## config.mk

```make
export PLATFORM = sky130hd
export DESIGN_NAME = lane_scheduler
export DESIGN_NICKNAME = d
export VERILOG_FILES = /design/src/rtl/lane_scheduler.sv
export SDC_FILE = /design/constraint.sdc
export NUM_CORES = 1
export LEC_CHECK = 0
export ABC_CLOCK_PERIOD_IN_PS = 3160
export BUFFER_PORTS_ARGS = -buffer_cell sky130_fd_sc_hd__buf_2
export CORE_ASPECT_RATIO = 0.8
export CORE_MARGIN = 8
export CORE_UTILIZATION = 40
export DETAILED_ROUTE_END_ITERATION = 10
export PLACE_DENSITY = 0.66
export SLEW_MARGIN = 25
export SYNTH_ARGS = -nofsm -noshare
export SYNTH_HDL_FRONTEND = slang
export SYNTH_SLANG_ARGS = --single-unit
```

## constraint.sdc

```tcl
create_clock -name clock -period 3.16 [get_ports clock]
set_input_delay 0.158 -clock clock [delete_from_list [all_inputs] [get_ports clock]]
set_output_delay 0.158 -clock clock [all_outputs]
set_load 0.02 [all_outputs]
```

## src/rtl/lane_scheduler.sv

```systemverilog
// lane_scheduler: paces the falling-byte lanes during play. Produces the
// score-scaled fall tick, and grants free lanes round-robin with a pseudo-random
// nonzero target byte. Consecutive grants are separated by a minimum number of
// fall ticks.
module lane_scheduler #(
  parameter int BASE_PERIOD = 16,
  parameter int STEP        = 2,
  parameter int MIN_PERIOD  = 4,
  parameter int SPAWN_GAP   = 4
) (
  input  logic       clock,
  input  logic       reset_button,
  input  logic       enable,
  input  logic [7:0] score,
  input  logic [2:0] lane_busy,
  output logic [2:0] spawn,
  output logic [7:0] target,
  output logic       fall_tick,
  output logic [3:0] level,
  output logic [1:0] sched_state
);

  typedef enum logic [1:0] {
    S_IDLE  = 2'd0,
    S_WAIT  = 2'd1,
    S_SPAWN = 2'd2
  } state_t;

  localparam logic [3:0]  GAP_INIT    = 4'(SPAWN_GAP);
  localparam logic [15:0] PERIOD_INIT = 16'(BASE_PERIOD);
  localparam logic [7:0]  LFSR_SEED   = 8'hA5;

  state_t      r_state;
  logic [2:0]  r_spawn;
  logic [7:0]  r_target;
  logic        r_fall_tick;
  logic [3:0]  r_level;
  logic [7:0]  r_lfsr;
  logic [1:0]  r_last_grant;
  logic [15:0] r_tick;
  logic [15:0] r_period;
  logic [3:0]  r_gap;

  logic [1:0]  w_cand1;
  logic [1:0]  w_cand2;
  logic [1:0]  w_cand3;
  logic [1:0]  w_grant;
  logic [2:0]  w_grant_oh;
  logic        w_free;
  logic [7:0]  w_lfsr_next;
  logic        w_wrap;

  // Period for a given level, clamped at MIN_PERIOD. Worked in 20 bits so a
  // large STEP*level can never wrap below zero.
  function automatic logic [15:0] f_period(input logic [3:0] lvl);
    logic [19:0] w_base;
    logic [19:0] w_dec;
    logic [19:0] w_min;
    logic [19:0] w_diff;
    w_base = 20'(BASE_PERIOD);
    w_min  = 20'(MIN_PERIOD);
    w_dec  = 20'(STEP) * {16'd0, lvl};
    w_diff = w_base - w_dec;
    if ((w_dec >= w_base) || (w_diff < w_min)) begin
      return w_min[15:0];
    end
    return w_diff[15:0];
  endfunction

  // Gap count saturates at 15 so a long blocked stretch cannot wrap it.
  function automatic logic [3:0] f_gap_inc(input logic [3:0] g);
    return (g == 4'd15) ? 4'd15 : g + 4'd1;
  endfunction

  // Next lane index modulo 3.
  function automatic logic [1:0] f_next_lane(input logic [1:0] l);
    return (l == 2'd2) ? 2'd0 : l + 2'd1;
  endfunction

  function automatic logic [2:0] f_onehot(input logic [1:0] l);
    return 3'b001 << l;
  endfunction

  assign w_lfsr_next = {r_lfsr[6:0], r_lfsr[7] ^ r_lfsr[5] ^ r_lfsr[4] ^ r_lfsr[3]};
  assign w_wrap      = (r_tick == (r_period - 16'd1));

  // Round-robin search starting just after the last granted lane.
  always_comb begin
    w_cand1    = f_next_lane(r_last_grant);
    w_cand2    = f_next_lane(w_cand1);
    w_cand3    = f_next_lane(w_cand2);
    w_grant    = 2'd0;
    w_grant_oh = 3'b000;
    w_free     = 1'b0;
    if ((lane_busy & f_onehot(w_cand1)) == 3'b000) begin
      w_grant = w_cand1;
      w_free  = 1'b1;
    end else if ((lane_busy & f_onehot(w_cand2)) == 3'b000) begin
      w_grant = w_cand2;
      w_free  = 1'b1;
    end else if ((lane_busy & f_onehot(w_cand3)) == 3'b000) begin
      w_grant = w_cand3;
      w_free  = 1'b1;
    end
    w_grant_oh = f_onehot(w_grant);
  end

  // Scheduler state, fall-tick timing, spawn grant and registered outputs.
  always_ff @(posedge clock) begin
    if (!reset_button) begin
      r_state      <= S_IDLE;
      r_spawn      <= 3'b000;
      r_target     <= 8'h00;
      r_fall_tick  <= 1'b0;
      r_level      <= 4'd0;
      r_lfsr       <= LFSR_SEED;
      r_last_grant <= 2'd2;
      r_tick       <= 16'd0;
      r_period     <= PERIOD_INIT;
      r_gap        <= GAP_INIT;
    end else begin
      r_level     <= score[7:4];
      r_spawn     <= 3'b000;
      r_fall_tick <= 1'b0;
      if (!enable) begin
        // Leaving play: LFSR and last_grant survive so play resumes the sequence.
        r_state <= S_IDLE;
        r_tick  <= 16'd0;
        r_gap   <= GAP_INIT;
      end else begin
        if (r_state != S_IDLE) begin
          if (w_wrap) begin
            // Period only reloads here, so a level change never cuts a step short.
            r_tick      <= 16'd0;
            r_fall_tick <= 1'b1;
            r_period    <= f_period(r_level);
            r_gap       <= f_gap_inc(r_gap);
          end else begin
            r_tick <= r_tick + 16'd1;
          end
        end
        case (r_state)
          S_IDLE:  r_state <= S_WAIT;
          S_WAIT: begin
            if ((r_gap >= GAP_INIT) && w_free) begin
              r_state      <= S_SPAWN;
              r_spawn      <= w_grant_oh;
              r_target     <= r_lfsr;
              r_last_grant <= w_grant;
              r_lfsr       <= w_lfsr_next;
              r_gap        <= 4'd0;
            end
          end
          S_SPAWN: r_state <= S_WAIT;
          default: r_state <= S_IDLE;
        endcase
      end
    end
  end

  assign spawn       = r_spawn;
  assign target      = r_target;
  assign fall_tick   = r_fall_tick;
  assign level       = r_level;
  assign sched_state = r_state;

endmodule

```

## Word level (Yosys, flattened, before mapping)

Index checks and enable logic that the tools add are counted.

| operators by class | value |
|---|---|
| shift operators | 4 |
| equal/unequal tests | 8 |
| reductions and logical operators | 13 |
| multiplexer cells | 25 |
| order comparisons | 3 |
| bitwise operators | 6 |
| $add $sub $neg | 7 |

Operators with widths:

| kind | count |
|---|---|
| $mux 16 | 3 |
| $lt 20x3->1 const B | 1 |
| $mux 4 | 5 |
| $add 16x1->16 const B | 1 |
| $eq 16x16->1 | 1 |
| $sub 16x1->16 const B | 1 |
| $mux 2 | 7 |
| $shl 1x2->3 const A | 4 |
| $and 3x3->3 | 3 |
| $logic_not 3->1 | 3 |
| $mux 1 | 9 |
| $reduce_and 3->1 | 3 |
| $eq 2x2->1 const B | 4 |
| $add 2x1->2 const B | 3 |
| $sub 5x5->6 const A | 1 |
| $ge 5x5->1 const B | 1 |
| $add 4x1->4 const B | 1 |
| $eq 4x4->1 const B | 1 |
| $ge 4x3->1 const B | 1 |
| $pmux 2 s2 | 1 |
| $reduce_and 4->1 | 1 |
| $xor 1x1->1 | 3 |
| $eq 2x1->1 const B | 1 |
| $logic_not 2->1 | 1 |
| 6 further kinds | 6 |

| storage, ports and cells | value |
|---|---|
| register bits | 64 |
| logic and storage cells | 76 |
| bits of input ports | 14 |

## Longest topological paths before layout

Gate-level depths: netlist of run 1.

| depth | value |
|---|---|
| depth in word-level cells | 15 |
| mapped depth | 11 |
| mapped depth without buffers | 9 |

## Worst setup path before layout of run 1

No wires, ideal clock.

| path | value |
|---|---|
| path type | register -> register |
| start | register r_period[1] |
| end | register r_period[2] |
| stages on the path, launching flop included | 11 |
| arrival time | 2.485 ns |
| path slack | 0.553 ns |
| setup time | 0.122 ns |
| buffers on the path | 1 |
| path through | dfxtp_1 -> inv_1 -> ha_1 -> nand3_1 -> ha_1 -> or3_1 -> a211oi_1 -> and2_1 -> clkbuf_1 -> nand3_1 -> o311a_1 |

| on the way | value |
|---|---|
| cells in the longest elaborated chain, start to end | 3 |

Ends and longest elaborated chain:

| what | line | text |
|---|---|---|
| start: declaration | 41 | `logic [15:0] r_period;` |
| start signal: assignment | 136 | `r_period <= f_period(r_level);` |
| $sub 16x1->16 | 85 | `assign w_wrap = (r_tick == (r_period - 16'd1));` |
| $eq 16x16->1 | 85 |  |
| $reduce_and 3->1 (no source line) | n/a |  |

No other way between the ends.
A chain may end at the register's enable or synchronous reset.

## Worst setup path after layout of run 1

| path | value |
|---|---|
| start | register r_period[1] |
| end | register r_period[14] |

The elaborated chain is that of the path after synthesis.

==> flow_summary.yaml, run 1 <==
yosys:
  yosysSeqAreaShare_pct: 42.3
  async_reset_ff_share_pct: 0
  avgSynthCellArea_um2: 8.59
  syn_area_mm2: 0.00232
  syn_nets: 291
  syn_inst: 270
  yosys_warnings: 0
  yosys_register_bits: 49
  synth-main-ff-cell: "dfxtp_1"
  ys_types: 45
  synth_edf_count: 0
timing:
  period_share_pct: 87.1
  finalSetupViolCount: 0
  hold_ws_ps: 61.6
  finalSetupTns_ps: 0
  maxSlewViolCount: 0
  hold_violations: 0
  fmax_mhz: 364
  slew-limit-headroom_pct: 61.9
  worst_slew_pin_slew_ps: 567
  fin_skew_ps: 4.85
  setup_ws_ps: 409
  rsz0062_at_grt: "no"
  post-route-min-period_ps: 2750
floorplanning:
  design.core.area_mm2: 0.00553
  core.rowCount: 24
  die_h_um: 84.1
  die_area_mm2: 0.00851
  die_width_um: 101
  start_util_pct: 42.0
  io_pins: 32
clocking:
  cts_hold_buf: 0
  clockBufferDepth: 2
  numCtsBuffers: 5
  postCtsResizedCells: 0
  clk_pin_slew_ps: 90
  cts.sinks: 49
  clock_latency_ps: 300
  cts_tree: "yes"
  ctsRootBufferMaster: "clkbuf_8"
  htreeDepth: 2
  cts_setup_buffers: 0
power_and_ir_drop:
  clkPwrFrac_pct: 33.9
  peakVddDrop_uv: 217
  fin_total_pwr_uw: 1080
  powerDensity_mw_per_mm2: 418
  seqPwrFrac_pct: 59.0
  swShare_pct: 24.9
  pwr-share-comb_pct: 7.1
  intPower_uw: 814
  p_sw_uw: 271
  p_leak_uw: 0.000975
finish:
  syn_to_final_growth_pct: 11.8
  nNetsFinal: 315
  drive_gt1_share_pct: 15.3
  final_common_cell: "dfxtp_1"
  fillers: 571
  final_cell_mix: "49 x dfxtp_1, 35 x nand2_1, 27 x buf_2"
  diodes: 0
global_route:
  grt_usage_pct: 12.2
  grt_pass1_wl_mm: 8.51
  grt_max_degree: 18
  grt_pass1_vias: 1793
  grt-ovfl-total: 0
  antenna_found_initial: 0
run_status:
  outcome: "finished, final reports clean"
flow_run:
  maxCapViolCount: 0
route:
  drt-pass1-iter-count: 4
  wl_met2_mm: 1.95
  wirelength_met1_mm: 2.60
  highest_layer: "met4"
  wl_mm: 4.81
  antenna_left: 0
  wl_met3_um: 215
  drtIter0Drc: 119
  drc: 0
  wl_per_cell_um: 12.9
  drt-vias-per-instance: 5.08
  vias: 1895
min_path:
  min-delay-path-class: "primary input to flip-flop"
critical_path:
  start_kind: "flip-flop"
  criticalPathCategory: "flip-flop to flip-flop"
  critPathMaxFanout: 7
  crit_path_end_kind: "flip-flop"
  arrival_ps: 2980
  worstPathRequired_ps: 3390
place:
  gp_congestion: 0.785
  io_buffers: 27
  place_hpwl_mm: 3.67
  dp_slack_ps: 427
==> Yosys cell counts (all sizes together) (2+ instances only) <==
| cell type | instances | area [um^2] |
|---|---|---|
| a21oi | 15 | 75.1 |
| nand2 | 36 | 138 |
| ha | 7 | 87.6 |
| nor2b | 2 | 12.5 |
| a21o | 2 | 15.0 |
| nor4b | 2 | 17.5 |
| xor2 | 8 | 70.1 |
| o21ai | 10 | 50.1 |
| buf | 6 | 42.5 |
| a211oi | 5 | 42.5 |
| dfxtp | 49 | 981 |
| and2 | 7 | 43.8 |
| nand3 | 12 | 60.1 |
| nor2 | 22 | 82.6 |
| o2111ai | 2 | 17.5 |
| o211ai | 3 | 22.5 |
| nor3 | 10 | 50.1 |
| or3 | 3 | 23.8 |
| inv | 11 | 41.3 |
| a31o | 2 | 17.5 |
| clkbuf | 7 | 26.3 |
| o31ai | 2 | 15.0 |
| nor4 | 6 | 37.5 |
| nand4 | 4 | 25.0 |
| a31oi | 3 | 18.8 |
| o21a | 2 | 15.0 |
| xnor2 | 18 | 158 |
==> logic make-up (layout without fill, tap and decap cells) <==
group / after synthesis / count (layout) / share of synthesized area [%]
AOI/OAI and AO/OA: 52 / 52 / 15.1
muxes: 1 / 1 / 0.432
DFF: 49 / 49 / 42.3
xor gates and xnor gates: 27 / 27 / 10.8
and+or+nand+nor: 109 / 109 / 22.7
buffers and inverters: 25 / 50 / 4.91
adders and majority gates: 7 / 7 / 3.78
==> per-stage QoR <==
stage	utilization, %	std cells	instance area [um^2]
after floorplan	-	270	2320
after global placement	45.4	365	2510
after detailed placement	45.4	365	2510
after CTS	46.9	373	2590
after global routing	46.9	373	2590
final	46.9	373	2590
==> flip-flops by register name, indices dropped and copies added, names as in the netlist <==
| signal | cells |
|---|---|
| fall_tick | 1 |
| spawn | 3 |
| r_last_grant | 2 |
| r_period | 5 |
| r_gap | 4 |
| level | 4 |
| r_tick | 16 |
| target | 8 |
| r_lfsr | 4 |
| sched_state | 2 |
==> worst max-delay path, cell delays in order, from the launching register on <==
cell	delay, ps
dfxtp_1	430
inv_1	70
ha_1	230
nand3_1	90
ha_1	230
or3_1	300
a211oi_1	440
nand2_2	200
or4_1	550
a21oi_1	140
==> final cells by class <==
cell class / instances / area [um^2] / share of cell area [%]
multi-input cells: 196 / 1220 / 47.2
flip-flops and latches: 49 / 981 / 37.8
repair buffers: 30 / 158 / 6.08
well taps: 78 / 97.6 / 3.76
clock buffers: 6 / 72.6 / 2.80
inverters: 12 / 45.0 / 1.74
clock inverters: 2 / 15.0 / 0.579
==> power by group through the flow <==
stage                     clock network, uW  registers (uW)  logic (uW)
after global routing                    408             642        88.2
after floorplan                           0             657        52.4
after CTS                               384             640        78.5
after detailed placement                  0             655        78.1
after global placement                    0             654        76.4
final                                   367             640        77.5
==> layer usage <==
layer  track usage [%]  vias to the layer above
li1                  -                      989
met1              17.4                      868
met2              16.9                       36
met3              3.33                        2
met4              3.91                        0
met5                 0                        -
==> final timing paths <==
kind                       startpoint                        end  slack (ps)  depth (start not counted)
min                          score[6]        level[2]$_SDFF_PN0_          60                          2
max          r_period[1]$_SDFFE_PN0P_  r_period[14]$_SDFFE_PN0P_         410                          9
min reg2reg    target[1]$_SDFFE_PN0P_     target[1]$_SDFFE_PN0P_         460                          2
max reg2reg  r_period[1]$_SDFFE_PN0P_  r_period[14]$_SDFFE_PN0P_         410                          9
Power figures use the tool's default switching activity.
==> inputs of run 2 (changes only) <==
--- a/config.mk
+++ b/config.mk
@@ -7,11 +7,13 @@
 export LEC_CHECK = 0
 export ABC_CLOCK_PERIOD_IN_PS = 3160
 export BUFFER_PORTS_ARGS = -buffer_cell sky130_fd_sc_hd__buf_2
+export CELL_PAD_IN_SITES_DETAIL_PLACEMENT = 1
+export CELL_PAD_IN_SITES_GLOBAL_PLACEMENT = 2
 export CORE_ASPECT_RATIO = 0.8
 export CORE_MARGIN = 8
-export CORE_UTILIZATION = 40
+export CORE_UTILIZATION = 34
 export DETAILED_ROUTE_END_ITERATION = 10
-export PLACE_DENSITY = 0.66
+export PLACE_DENSITY = 0.85
 export SLEW_MARGIN = 25
 export SYNTH_ARGS = -nofsm -noshare
 export SYNTH_HDL_FRONTEND = slang
==> flow_summary.yaml, run 2 (synthesis results as in run 1) <==
clocking:
  clockBufferDepth: 2
  htreeDepth: 2
  clock_latency_ps: 310
  clk_pin_slew_ps: 110
  cts_tree: "yes"
  numCtsBuffers: 5
  ctsRootBufferMaster: "clkbuf_8"
  cts.sinks: 49
finish:
  syn_to_final_growth_pct: 13.0
  diodes: 0
  final_common_cell: "dfxtp_1"
  drive_gt1_share_pct: 15.9
  top_register: "r_tick"
  nNetsFinal: 315
  layoutNonFillerInstCount: 382
  final_area_mm2: 0.00262
  largest_reg_flops: 16
  final_cell_mix: "49 x dfxtp_1, 35 x nand2_1, 27 x buf_2"
global_route:
  grt_pass1_wl_mm: 9.71
  grt_usage_pct: 12.1
  grt-ovfl-total: 0
  antenna_found_initial: 0
  grt_pass1_vias: 2037
  grt_max_degree: 19
floorplanning:
  die_area_mm2: 0.00974
  die_h_um: 89.9
  core.rowCount: 27
  start_util_pct: 34.3
  io_pins: 32
  design.core.area_mm2: 0.00676
  die_width_um: 108
timing:
  fin_skew_ps: 11.2
  slew-limit-headroom_pct: 65.3
  hold_violations: 0
  period_share_pct: 91.4
  finalSetupTns_ps: 0
  worst_slew_pin_slew_ps: 519
  rsz0062_at_grt: "no"
  post-route-min-period_ps: 2890
  maxSlewViolCount: 0
  fmax_mhz: 346
  setup_ws_ps: 270
  finalSetupViolCount: 0
route:
  wl_mm: 5.54
  drtIter0Drc: 85
  antenna_left: 0
  drc: 0
  wl_per_cell_um: 14.5
  drt-pass1-iter-count: 4
  vias: 1948
  drt-vias-per-instance: 5.10
critical_path:
  cp_cell_sequence: "inv_1 > ha_1 > nand3_1 > ha_1 > or3_1 > a211oi_1 > and2_1 > nand3_1 > o311a_1"
  r2r_start: "r_period[1]$_SDFFE_PN0P_"
  r2r_cells: 9
  cp-startpoint: "r_period[1]$_SDFFE_PN0P_"
  critPathSlowestCell: "dfxtp_1"
  crit_path_end_kind: "flip-flop"
  arrival_ps: 3090
  slowest_delay_ps: 450
  reg2reg_to: "r_period[2]$_SDFFE_PN0P_"
  start_kind: "flip-flop"
  worstPathRequired_ps: 3360
  critPathMaxFanout: 8
  rrSetupSlack_ps: 270
  criticalPathCategory: "flip-flop to flip-flop"
place:
  gp_congestion: 0.782
  place_area_mm2: 0.00252
  dp_cells: 374
  place_hpwl_mm: 4.16
  io_buffers: 27
  dp_slack_ps: 301
flow_run:
  maxCapViolCount: 0
power_and_ir_drop:
  p_leak_uw: 0.000989
  peakVddDrop_uv: 175
  powerDensity_mw_per_mm2: 430
  fin_total_pwr_uw: 1130
min_path:
  hold_path_end: "level[3]$_SDFF_PN0_"
  min_path_cells: 2
  min-delay-path-class: "primary input to flip-flop"
  hold_start: "score[7]"
run_status:
  outcome: "finished, final reports clean"
==> run 2: worst max-delay path, delay by kind of cell (launching register included) <==
kind            cells  cell delay (ps)
compound gates      2              790
fa+ha+maj           2              470
buf+inv             1               70
flops               1              450
simple gates        4             1000
==> run 2: worst max path at each step <==
| stage | slack [ps] | to | cells past startpoint |
|---|---|---|---|
| floorplan | 550 | r_period[2]$_SDFFE_PN0P_ | 10 |
| global placement | 350 | r_period[2]$_SDFFE_PN0P_ | 8 |
| detailed placement | 300 | r_period[2]$_SDFFE_PN0P_ | 8 |
| CTS | 250 | r_period[2]$_SDFFE_PN0P_ | 8 |
| global route | 8 | r_period[2]$_SDFFE_PN0P_ | 9 |
| finish | 270 | r_period[2]$_SDFFE_PN0P_ | 9 |
==> run 2: layout make-up <==
cell class | instances | area, um^2
repair buffers | 30 | 158
well taps | 87 | 109
clock inverters | 3 | 28.8
inverters | 12 | 45.0
clock buffers | 5 | 68.8
fillers | 833 | 4140
flip-flops and latches | 49 | 981
multi-input cells | 196 | 1230
==> run 2: repair_timing <==
item,CTS,global route
hold buffers,0,0
resized for setup,0,1
setup buffers,0,0
endpoints found under the setup margin,0,1
==> run 2: per-layer routing <==
layer  GRT usage, %  wire (um)
met5              0          0
met2           17.8       2410
met4           3.75         68
met1           16.4       2840
met3           3.57        218
==> run 2: power breakdown <==
part           leakage (uW)  internal, uW  switching, uW  total, uW
clock             0.0000506           166            241        407
sequential         0.000397           629           11.7        641
combinational      0.000541          30.2           49.9       80.1
total              0.000989           825            302       1130
==> run 2: through the flow <==
| stage | util (%) | hold WS, ps |
|---|---|---|
| 2_1_floorplan | - | 231 |
| 3_3_place_gp | 37.3 | 365 |
| 3_5_place_dp | 37.3 | 376 |
| 4_1_cts | 38.7 | 40.7 |
| 5_1_grt | 38.8 | 33.4 |
| 6_report | 38.8 | 47.5 |
==> inputs of run 3 (changes only) <==
==> constraint.sdc (replaced) <==
create_clock -name clock -period 3.16 [get_ports clock]
set_input_delay 0.632 -clock clock [delete_from_list [all_inputs] [get_ports clock]]
set_output_delay 0.632 -clock clock [all_outputs]
set_load 0.02 [all_outputs]
==> flow_summary.yaml, run 3 (synthesis results as in run 1) <==
timing:
  fin_skew_ps: 14.8
  hold_violations: 0
  rsz0062_at_grt: "no"
  setup_ws_ps: 228
  period_share_pct: 92.8
  hold_ws_ps: 458
  worst_slew_pin_slew_ps: 548
  finalSetupViolCount: 0
  post-route-min-period_ps: 2930
  slew-limit-headroom_pct: 63.1
  fmax_mhz: 341
  finalSetupTns_ps: 0
  maxSlewViolCount: 0
clocking:
  cts_hold_buf: 0
  cts_tree: "yes"
  clockBufferDepth: 2
  clk_pin_slew_ps: 100
  ctsRootBufferMaster: "clkbuf_8"
  htreeDepth: 2
  clock_latency_ps: 310
  numCtsBuffers: 5
  postCtsResizedCells: 0
  cts_setup_buffers: 0
  cts.sinks: 49
finish:
  fillers: 842
  top_register: "r_tick"
  post-route-util_pct: 38.8
  diodes: 0
  final_cell_mix: "49 x dfxtp_1, 35 x nand2_1, 27 x buf_2"
  syn_to_final_growth_pct: 12.9
  drive_gt1_share_pct: 15.9
  largest_reg_flops: 16
  final_common_cell: "dfxtp_1"
  nNetsFinal: 316
power_and_ir_drop:
  seqPwrFrac_pct: 57.4
  powerDensity_mw_per_mm2: 426
  pwr-share-comb_pct: 7.2
  p_sw_uw: 297
  clkPwrFrac_pct: 35.5
  swShare_pct: 26.6
  peakVddDrop_uv: 160
  intPower_uw: 820
  p_leak_uw: 0.000987
route:
  drtIter0Drc: 73
  drt-pass1-iter-count: 4
  antenna_left: 0
  wl_mm: 5.58
  drt-vias-per-instance: 5.03
  wl_per_cell_um: 14.6
  drc: 0
  vias: 1927
global_route:
  antenna_found_initial: 0
  grt-ovfl-total: 0
  grt_pass1_vias: 1966
  grt_max_degree: 18
  grt_usage_pct: 11.9
  grt_pass1_wl_mm: 9.58
critical_path:
  r2r_cells: 9
  critPathMaxFanout: 8
  reg2reg_to: "r_period[2]$_SDFFE_PN0P_"
  cp-startpoint: "r_period[1]$_SDFFE_PN0P_"
  start_kind: "flip-flop"
  crit_end: "r_period[2]$_SDFFE_PN0P_"
  r2r_start: "r_period[1]$_SDFFE_PN0P_"
  worstPathRequired_ps: 3360
  arrival_ps: 3130
  rrSetupSlack_ps: 230
  criticalPathCategory: "flip-flop to flip-flop"
  crit_path_end_kind: "flip-flop"
run_status:
  outcome: "finished, final reports clean"
floorplanning:
  die_width_um: 108
  start_util_pct: 34.3
  core.rowCount: 27
  design.core.area_mm2: 0.00676
  die_area_mm2: 0.00974
  die_h_um: 89.9
  io_pins: 32
min_path:
  min-delay-path-class: "flip-flop to flip-flop"
place:
  io_buffers: 27
  dp_slack_ps: 317
  gp_congestion: 0.766
  place_hpwl_mm: 4.02
flow_run:
  maxCapViolCount: 0
[run 3: cell types whose count changed in the layout (fill, tap and decap cells not counted)]
cell,change
nor4_1,+1
buf_4,+1
inv_8,-1
nor4_2,-1
clkinvlp_4,+1
[run 3: power by group through the flow]
stage	Combinational [uW]	Sequential (uW)	Clock [uW]
floorplan	52.4	657	0
global placement	79.7	654	0
detailed placement	81.4	655	0
CTS	82.0	641	411
global route	91.0	643	433
finish	80.3	640	396
[run 3: how the worst min path moves through the flow]
stage                                      start                endpoint  slack (ps)  cells past startpoint
final                     target[1]$_SDFFE_PN0P_  target[1]$_SDFFE_PN0P_         460                      2
after global routing      target[1]$_SDFFE_PN0P_  target[1]$_SDFFE_PN0P_         480                      2
after CTS                 target[7]$_SDFFE_PN0P_  target[7]$_SDFFE_PN0P_         460                      2
after detailed placement  target[7]$_SDFFE_PN0P_  target[7]$_SDFFE_PN0P_         440                      2
after global placement    target[7]$_SDFFE_PN0P_  target[7]$_SDFFE_PN0P_         440                      2
after floorplan           r_lfsr[0]$_SDFFE_PN1P_  target[0]$_SDFFE_PN0P_         430                      2
[run 3: critical path: stages (launching register included)]
cell      delay, ps
dfxtp_1         430
inv_1            60
ha_1            230
nand3_1          90
ha_1            230
or3_1           320
a211oi_1        500
and2_1          400
nand3_1         210
o311a_1         360
[run 3: per-layer routing]
metal  global-route usage (%)  vias up  part of all wire (%)
li1                         -      987                     -
met1                     16.1      915                    51
met2                     17.7       20                    44
met3                     3.71        5                   3.9
met4                     3.41        0                  0.86
met5                        0        -                     0
[run 3: through the flow]
stage          total power (uW)  instances  cell area, um^2
2_1_floorplan               709        270             2320
3_3_place_gp                734        375             2520
3_5_place_dp                736        375             2520
4_1_cts                    1130        383             2620
5_1_grt                    1170        383             2620
6_report                   1120        383             2620
[run 3: area by class of cell]
class	instances	area (um^2)	share of cell area [%]
multi-input combinational	196	1220	46.8
sequential	49	981	37.5
timing repair buffer	31	165	6.31
tap	87	109	4.16
clock buffer	5	68.8	2.63
inverter	12	45.0	1.72
clock inverter	3	25.0	0.956
